File: src/rtl/sram_arbiter.sv
// Arbiter owning the video SRAM pins: prioritised video byte reads with req/ack,
// plus a small write FIFO drained with programmable wait-state write cycles.
module sram_arbiter #(
   parameter int unsigned AW      = 17,
   parameter int unsigned DW      = 8,
   parameter int unsigned RD_WAIT = 6,
   parameter int unsigned WR_WAIT = 5,
   parameter int unsigned FDEPTH  = 4,
   parameter int unsigned STARVE  = 4
) (
   input  logic          clk100,
   input  logic          rst,
   input  logic          vid_req,
   input  logic [AW-1:0] vid_addr,
   output logic          vid_ack,
   output logic [DW-1:0] vid_data,
   input  logic          wr_push,
   input  logic [AW-1:0] wr_addr,
   input  logic [DW-1:0] wr_data,
   output logic          wr_full,
   output logic [2:0]    wr_count,
   output logic          wr_drop,
   output logic          s_ce,
   output logic          s_oe,
   output logic          s_we,
   output logic [AW-1:0] o_saddr,
   output logic [DW-1:0] s_dout,
   output logic          s_drive,
   input  logic [DW-1:0] s_din,
   output logic          busy
);

   localparam int unsigned PW   = $clog2(FDEPTH);
   localparam int unsigned MAXW = (RD_WAIT > WR_WAIT) ? RD_WAIT : WR_WAIT;
   localparam int unsigned CW   = $clog2(MAXW) + 1;
   localparam int unsigned SW   = $clog2(STARVE + 1);

   typedef enum logic [2:0] {IDLE, RD, ACK, WS, WP, WH} state_t;

   state_t        state;
   logic [CW-1:0] cnt;
   logic [SW-1:0] starve;

   logic [AW-1:0] fifo_addr [FDEPTH];
   logic [DW-1:0] fifo_data [FDEPTH];
   logic [PW-1:0] wr_ptr;
   logic [PW-1:0] rd_ptr;
   logic [2:0]    count_nxt;

   logic fifo_empty;
   logic grant_vid;
   logic grant_wr;
   logic pop;
   logic push_ok;

   assign fifo_empty = (wr_count == 3'd0);
   assign grant_vid  = (state == IDLE) && vid_req && (fifo_empty || (starve < SW'(STARVE)));
   assign grant_wr   = (state == IDLE) && !grant_vid && !fifo_empty;
   assign pop        = (state == WH);
   // A full FIFO still accepts a push on the edge that retires its head.
   assign push_ok    = wr_push && (!wr_full || pop);

   always_comb begin
      count_nxt = wr_count;
      if (push_ok && !pop)
         count_nxt = wr_count + 3'd1;
      else if (!push_ok && pop)
         count_nxt = wr_count - 3'd1;
   end

   // FIFO storage: no reset needed, occupancy is tracked by the pointers.
   always_ff @(posedge clk100) begin
      if (push_ok) begin
         fifo_addr[wr_ptr] <= wr_addr;
         fifo_data[wr_ptr] <= wr_data;
      end
   end

   always_ff @(posedge clk100) begin
      if (rst) begin
         wr_ptr   <= '0;
         rd_ptr   <= '0;
         wr_count <= 3'd0;
         wr_full  <= 1'b0;
         wr_drop  <= 1'b0;
      end else begin
         if (push_ok)
            wr_ptr <= PW'(wr_ptr + 1'b1);
         if (pop)
            rd_ptr <= PW'(rd_ptr + 1'b1);
         wr_count <= count_nxt;
         wr_full  <= (count_nxt == 3'(FDEPTH));
         wr_drop  <= wr_push && !push_ok;
      end
   end

   // Bounds how many reads may overtake a pending write.
   always_ff @(posedge clk100) begin
      if (rst)
         starve <= '0;
      else if (fifo_empty || grant_wr)
         starve <= '0;
      else if (grant_vid && (starve < SW'(STARVE)))
         starve <= starve + SW'(1);
   end

   always_ff @(posedge clk100) begin
      if (rst) begin
         state    <= IDLE;
         cnt      <= '0;
         s_ce     <= 1'b1;
         s_oe     <= 1'b1;
         s_we     <= 1'b1;
         s_drive  <= 1'b0;
         o_saddr  <= '0;
         s_dout   <= '0;
         vid_ack  <= 1'b0;
         vid_data <= '0;
         busy     <= 1'b0;
      end else begin
         vid_ack <= 1'b0;
         case (state)
            IDLE: begin
               if (grant_vid) begin
                  state   <= RD;
                  o_saddr <= vid_addr;
                  s_ce    <= 1'b0;
                  s_oe    <= 1'b0;
                  s_drive <= 1'b0;
                  cnt     <= CW'(RD_WAIT - 1);
                  busy    <= 1'b1;
               end else if (grant_wr) begin
                  state   <= WS;
                  o_saddr <= fifo_addr[rd_ptr];
                  s_dout  <= fifo_data[rd_ptr];
                  s_ce    <= 1'b0;
                  s_we    <= 1'b1;
                  s_drive <= 1'b1;
                  busy    <= 1'b1;
               end
            end
            RD: begin
               if (cnt == '0) begin
                  state    <= ACK;
                  vid_data <= s_din;
                  s_ce     <= 1'b1;
                  s_oe     <= 1'b1;
                  vid_ack  <= 1'b1;
               end else begin
                  cnt <= cnt - CW'(1);
               end
            end
            ACK: begin
               state <= IDLE;
               busy  <= 1'b0;
            end
            WS: begin
               state <= WP;
               s_we  <= 1'b0;
               cnt   <= CW'(WR_WAIT - 1);
            end
            WP: begin
               if (cnt == '0) begin
                  state <= WH;
                  s_we  <= 1'b1;
                  s_ce  <= 1'b1;
               end else begin
                  cnt <= cnt - CW'(1);
               end
            end
            WH: begin
               state   <= IDLE;
               s_drive <= 1'b0;
               busy    <= 1'b0;
            end
            default: begin
               state   <= IDLE;
               s_ce    <= 1'b1;
               s_oe    <= 1'b1;
               s_we    <= 1'b1;
               s_drive <= 1'b0;
               busy    <= 1'b0;
            end
         endcase
      end
   end

endmodule

File: config.mk
export PLATFORM = sky130hd
export DESIGN_NAME = sram_arbiter
export DESIGN_NICKNAME = d
export VERILOG_FILES = /design/src/rtl/sram_arbiter.sv
export SDC_FILE = /design/constraint.sdc
export NUM_CORES = 1
export LEC_CHECK = 0
export CAP_MARGIN = 20
export CORE_ASPECT_RATIO = 1.75
export CORE_UTILIZATION = 58
export CTS_CLUSTER_DIAMETER = 100
export DETAILED_ROUTE_END_ITERATION = 8
export PLACE_DENSITY = 0.81
export SETUP_SLACK_MARGIN = 0.3
export SLEW_MARGIN = 20
export SYNTH_ARGS = -nofsm -noshare
export SYNTH_HDL_FRONTEND = slang
export SYNTH_SLANG_ARGS = --single-unit
File: constraint.sdc
create_clock -name clk100 -period 3.3 [get_ports clk100]
set_input_delay 0.825 -clock clk100 [delete_from_list [all_inputs] [get_ports clk100]]
set_output_delay 0.825 -clock clk100 [all_outputs]
set_load 0.05 [all_outputs]
# Word-level counts from Yosys, hierarchy flattened
# Memories as Yosys holds them, arrays and structs flattened. A register that Yosys moved wholly into a read port is not among the register bits.
# Index checks and enable logic that the tools add are counted.
[word_totals]
ramBits = 100
reg_bits = 50
memories = 2
out_inout_bits = 44
in_bits = 54
wordCells = 116
[op_classes]
bitwise = 7
add_sub_neg = 6
n_reduce_logical = 40
magnitude_cmp = 1
n_mux = 30
eq_ne = 14
[memory_table]
columns = ["name", "words", "width", "rd", "rd_ports_with_merged_regs", "wr", "line", "text"]
rows = [
  ["fifo_addr", 4, 17, 1, 1, 1, "44", "logic [AW-1:0] fifo_addr [FDEPTH];"],
  ["fifo_data", 4, 8, 1, 1, 1, "45", "logic [DW-1:0] fifo_data [FDEPTH];"],
]
[ops]
columns = ["op", "n"]
rows = [
  ["17-bit two-way mux", 2],
  ["3-bit two-way mux", 6],
  ["3-bit AND reduction", 5],
  ["2-bit inequality test, second input constant", 6],
  ["3-bit one-hot mux with 4 select lines", 1],
  ["4-bit one-hot mux with 3 select lines", 1],
  ["1-bit two-way mux", 11],
  ["3-bit equality test, second input constant", 3],
  ["1-bit logical AND", 9],
  ["3-bit OR reduction", 3],
  ["4-bit two-way mux", 2],
  ["2-bit AND reduction", 4],
  ["4-bit OR reduction", 2],
  ["1-bit NOT", 7],
  ["3-bit by 1-bit adder with 3-bit output, second input constant", 2],
  ["3-bit by 2-bit equality test with 1-bit output, second input constant", 2],
  ["3-bit zero test", 2],
  ["1-bit one-hot mux with 3 select lines", 2],
  ["2-bit OR reduction", 3],
  ["1-bit zero test", 5],
  ["2-bit by 1-bit adder with 2-bit output, second input constant", 2],
  ["4-bit zero test", 1],
  ["2-bit two-way mux", 2],
  ["1-bit one-hot mux with 2 select lines", 2],
  ["11 further kinds", 13],
]

# Logic depth before layout (Yosys ltp)
[logic_depth]
word_depth = 9
mapped_depth = 10
depth_no_buf = 7

# Worst setup path before layout
# No wires, ideal clock.
[synth_timing]
path_type = "flip-flop to flip-flop"
from = "register wr_count[0]"
to = "register o_saddr[10]"
path_stages_with_launch = 11
setup_slack_ns = 0.925
setup_ns = 0.091
n_path_buf = 3
required_ns = 3.209
period_less_slack_ns = 2.375
arrival_ns = 2.284
cell_sequence = "dfxtp_1 -> inv_1 -> ha_1 -> ha_1 -> clkbuf_1 -> nor2b_1 -> or3b_1 -> buf_6 -> buf_8 -> nand2_2 -> a311oi_1"
[synth_via]
elab_chain_cells = 8
elab_cells_between_ends = 10
cone_classes = "mux (1); reduce/logical (9)"
[synth_rtl]
columns = ["element", "line", "text"]
rows = [
  ["from (decl)", "21", "output logic [2:0] wr_count,"],
  ["from (signal assigned)", "91", "wr_count <= count_nxt;"],
  ["3-bit zero test *", "56", "assign fifo_empty = (wr_count == 3'd0);"],
  ["1-bit logical OR", "57", "assign grant_vid = (state == IDLE) && vid_req && (fifo_empty || (starve < SW'(STARVE)));"],
  ["1-bit logical AND", "57", ""],
  ["1-bit zero test", "58", "assign grant_wr = (state == IDLE) && !grant_vid && !fifo_empty;"],
  ["1-bit logical AND (2 in a row)", "58", ""],
  ["2-bit nonzero test (no line)", "-", ""],
  ["2-bit AND reduction (no line)", "-", ""],
  ["to (signal assigned)", "126", "o_saddr <= vid_addr;"],
  ["to (signal assigned)", "134", "o_saddr <= fifo_addr[rd_ptr];"],
  ["to (decl)", "26", "output logic [AW-1:0] o_saddr,"],
]
# Mark *: on every way between the ends. The rest lies on a longest branch, timed or not.
# A chain may end at the register's enable or synchronous reset.

# Worst setup path in the final report
[layout_timing]
from = "register wr_count[0]"
to = "register o_saddr[0]"
# Same word-level chain as after synthesis.

==> results.py <==
metrics = {
    "logic_synthesis": {
        "synthArstFlopShare_pct": 0,
        "syn-cell-area_um2": 6410,
        "avgSynthCellArea_um2": 14.3,
        "ys_ff_latch": 160,
        "synth_top_flop_cell": "edfxtp_1",
        "synthesis.nets": 513,
        "synth_cell_types": 52,
        "ys_seq_area_share_pct": 65.6,
        "yosysWarnings": 0,
        "synthCells": 449,
        "synth_edf_count": 100,
    },
    "sta": {
        "maxSlewViolCount": 0,
        "relSlewSlack_pct": 45.6,
        "skew_ps": 7.66,
        "rsz0062_at_grt": "false",
        "hold_violations": 0,
        "period_share_pct": 78.9,
        "finalSetupViolCount": 0,
        "tightestPinTransition_ps": 816,
        "setup_ws_ps": 696,
        "min_period_ps": 2600,
        "max_freq_mhz": 384,
        "tns_ps": 0,
    },
    "pwr": {
        "total_leakage_power_nw": 2.80,
        "finalPower_w": 0.00615,
        "p_per_area_nw_per_um2": 765,
        "vdd_drop_max_uv": 652,
    },
    "critical_path": {
        "arrival_ps": 2930,
        "worstPathMaxFanout": 18,
        "cpPeakStageDelay_ps": 700,
        "crit_path_start_kind": "flop",
        "path_depth": 7,
        "path_buf_inv": 1,
        "crit_required_ps": 3630,
        "cp_common_cell": "ha_1",
        "worstPathCellList": "inv_1 -> ha_1 -> ha_1 -> nor2b_1 -> or3b_1 -> nand2_1 -> a311oi_1",
        "crit_type": "flop to flop",
        "crit_slowest_cell": "or3b_1",
        "cp-end-kind": "flop",
        "path_delay_family": "simple AND/OR/NAND/NOR gates",
        "ff2ff_path_depth": 7,
    },
    "layout": {
        "antenna_cells": 0,
        "final_layout_size_suffix_gt1_share_pct": 15.4,
        "layout_common_cells": "edfxtp_1 (100), clkdlybuf4s50_1 (96), dfxtp_1 (60)",
        "n_fill_cell": 665,
        "nets": 609,
        "post-route-cell-area_um2": 8040,
        "area_growth_pct": 25.4,
        "fin_util_pct": 75.2,
        "layout_commonest_cell": "edfxtp_1",
    },
    "grt": {
        "grt_pass1_wl_um": 20100,
        "antenna_found_initial": 0,
        "grt_pass1_vias": 4132,
        "grt_max_degree": 39,
        "grt-ovfl-total": 0,
        "grt_usage_pct": 24.2,
    },
    "drt": {
        "wire_per_inst_um": 18.2,
        "routed_wl_um": 12500,
        "postRouteAntennaNets": 0,
        "drc": 0,
        "drtIter0Drc": 199,
        "drtPass1Iterations": 5,
        "via_per_inst": 5.75,
        "vias": 3957,
    },
    "placed_design": {
        "dpl_cell_area_um2": 7470,
        "io_buffers": 97,
        "pre_cts_ws_ps": 409,
        "place.gp.congestion": 0.800,
        "dp_hpwl_um": 8400,
    },
    "clock_tree": {
        "clk_path_buf_depth": 2,
        "cts_root_buffer": "clkbuf_16",
        "insertion_delay_ps": 420,
        "holdBufCountCts": 0,
        "cts_tree": "built",
        "postCtsSetupBuffers": 0,
        "cts_buffers": 17,
        "clk_pin_slew_worst_paths_ps": 70,
        "ctsResizeCount": 0,
        "htreeDepth": 4,
        "cts_sinks": 160,
    },
    "min_path": {
        "holdPathStages": 2,
        "min_path_type": "flop to flop",
    },
    "floorplan": {
        "ioPinCount": 98,
        "dieArea_um2": 11500,
        "die_width_um": 81.5,
        "core_area_um2": 10700,
        "rows": 50,
        "dieHeight_um": 141,
        "start_util_pct": 59.9,
    },
    "outcome": {
        "status": "completed",
    },
    "job": {
        "cap_violations": 0,
    },
}
==> final cells by class <==
class | count | area, um2 | share of cell area [%]
timing repair buffer | 108 | 1060 | 13.2
clock inverter | 15 | 144 | 1.79
clock buffer | 17 | 425 | 5.29
inverter | 9 | 33.8 | 0.420
sequential | 160 | 4200 | 52.3
multi-input combinational | 249 | 2010 | 25.0
tap | 130 | 163 | 2.02
==> metrics by stage <==
step,hold slack (ps),std cells
final,473,688
after global routing,492,688
after CTS,472,688
after detailed placement,462,656
after global placement,454,656
after floorplan,472,449
==> report_power, final <==
group | internal, W | total (W) | switching [W] | leakage, nW
Combinational | 0.000660 | 0.00176 | 0.00110 | 1.12
Clock | 0.00100 | 0.00186 | 0.000854 | 0.275
Sequential | 0.00237 | 0.00254 | 0.000168 | 1.41
==> cells in the mapped netlist (3+ instances only) <==
master	number	area [um2]
nor2b_1	4	25.0
a21oi_1	9	45.0
nor2_1	47	176
dfxtp_1	60	1200
nand2_2	9	56.3
clkbuf_1	16	60.1
buf_2	6	30.0
o31ai_1	3	22.5
nor4_1	4	25.0
a211oi_1	6	45.0
nor3_1	12	60.1
inv_1	9	33.8
a311oi_1	18	158
buf_1	3	11.3
edfxtp_1	100	3000
nand2_1	36	135
o21ai_0	3	15.0
xnor2_1	4	35.0
mux2i_1	18	180
o211ai_1	3	22.5
and2_1	5	31.3
mux4_2	25	563
ha_1	10	125
buf_6	3	33.8
==> kinds of logic (layout without fill, tap and decap cells) <==
family / Yosys count / after routing / share of synthesized area (%)
XOR/XNOR: 6 / 6 / 0.820
adder cells (fa/ha/maj): 10 / 10 / 1.95
AO/OA/AOI/OAI: 52 / 52 / 6.13
flip-flops: 160 / 160 / 65.6
buffers and inverters: 40 / 149 / 3.10
AND/OR/NAND/NOR: 137 / 137 / 10.7
multiplexers: 44 / 44 / 11.8
==> sequential cells by signal (all words and copies together), names as in the netlist, 2 cells and up, named ones only <==
register and count:
rd_ptr 2, cnt 4, o_saddr 17, wr_ptr 2, state 3, s_dout 8, fifo_addr 68, fifo_data 32
vid_data 8, starve 3, wr_count 3
==> worst paths after layout <==
kind,startpoint,end,slack (ps)
worst max-delay path,wr_count[0],o_saddr[0],700
worst max register to register,wr_count[0],o_saddr[0],700
worst min register to register,busy,busy,470
worst min-delay path,busy,busy,470
==> tightest hold or removal path, delay by kind of cell, from the launching register on <==
family	cells	cell delay [ps]
flip-flops	1	320
AND/OR/NAND/NOR	1	60
AO/OA/AOI/OAI	1	50
==> metal layers <==
layer / share of wire [%] / track usage (%) / vias up
met3: 4.1 / 5.95 / 25
met2: 54 / 41.5 / 107
met4: 2.6 / 11.2 / 0
li1: - / - / 1885
met5: 0 / 0 / -
met1: 39 / 27.7 / 1940
(Power assumes the default switching activity.)
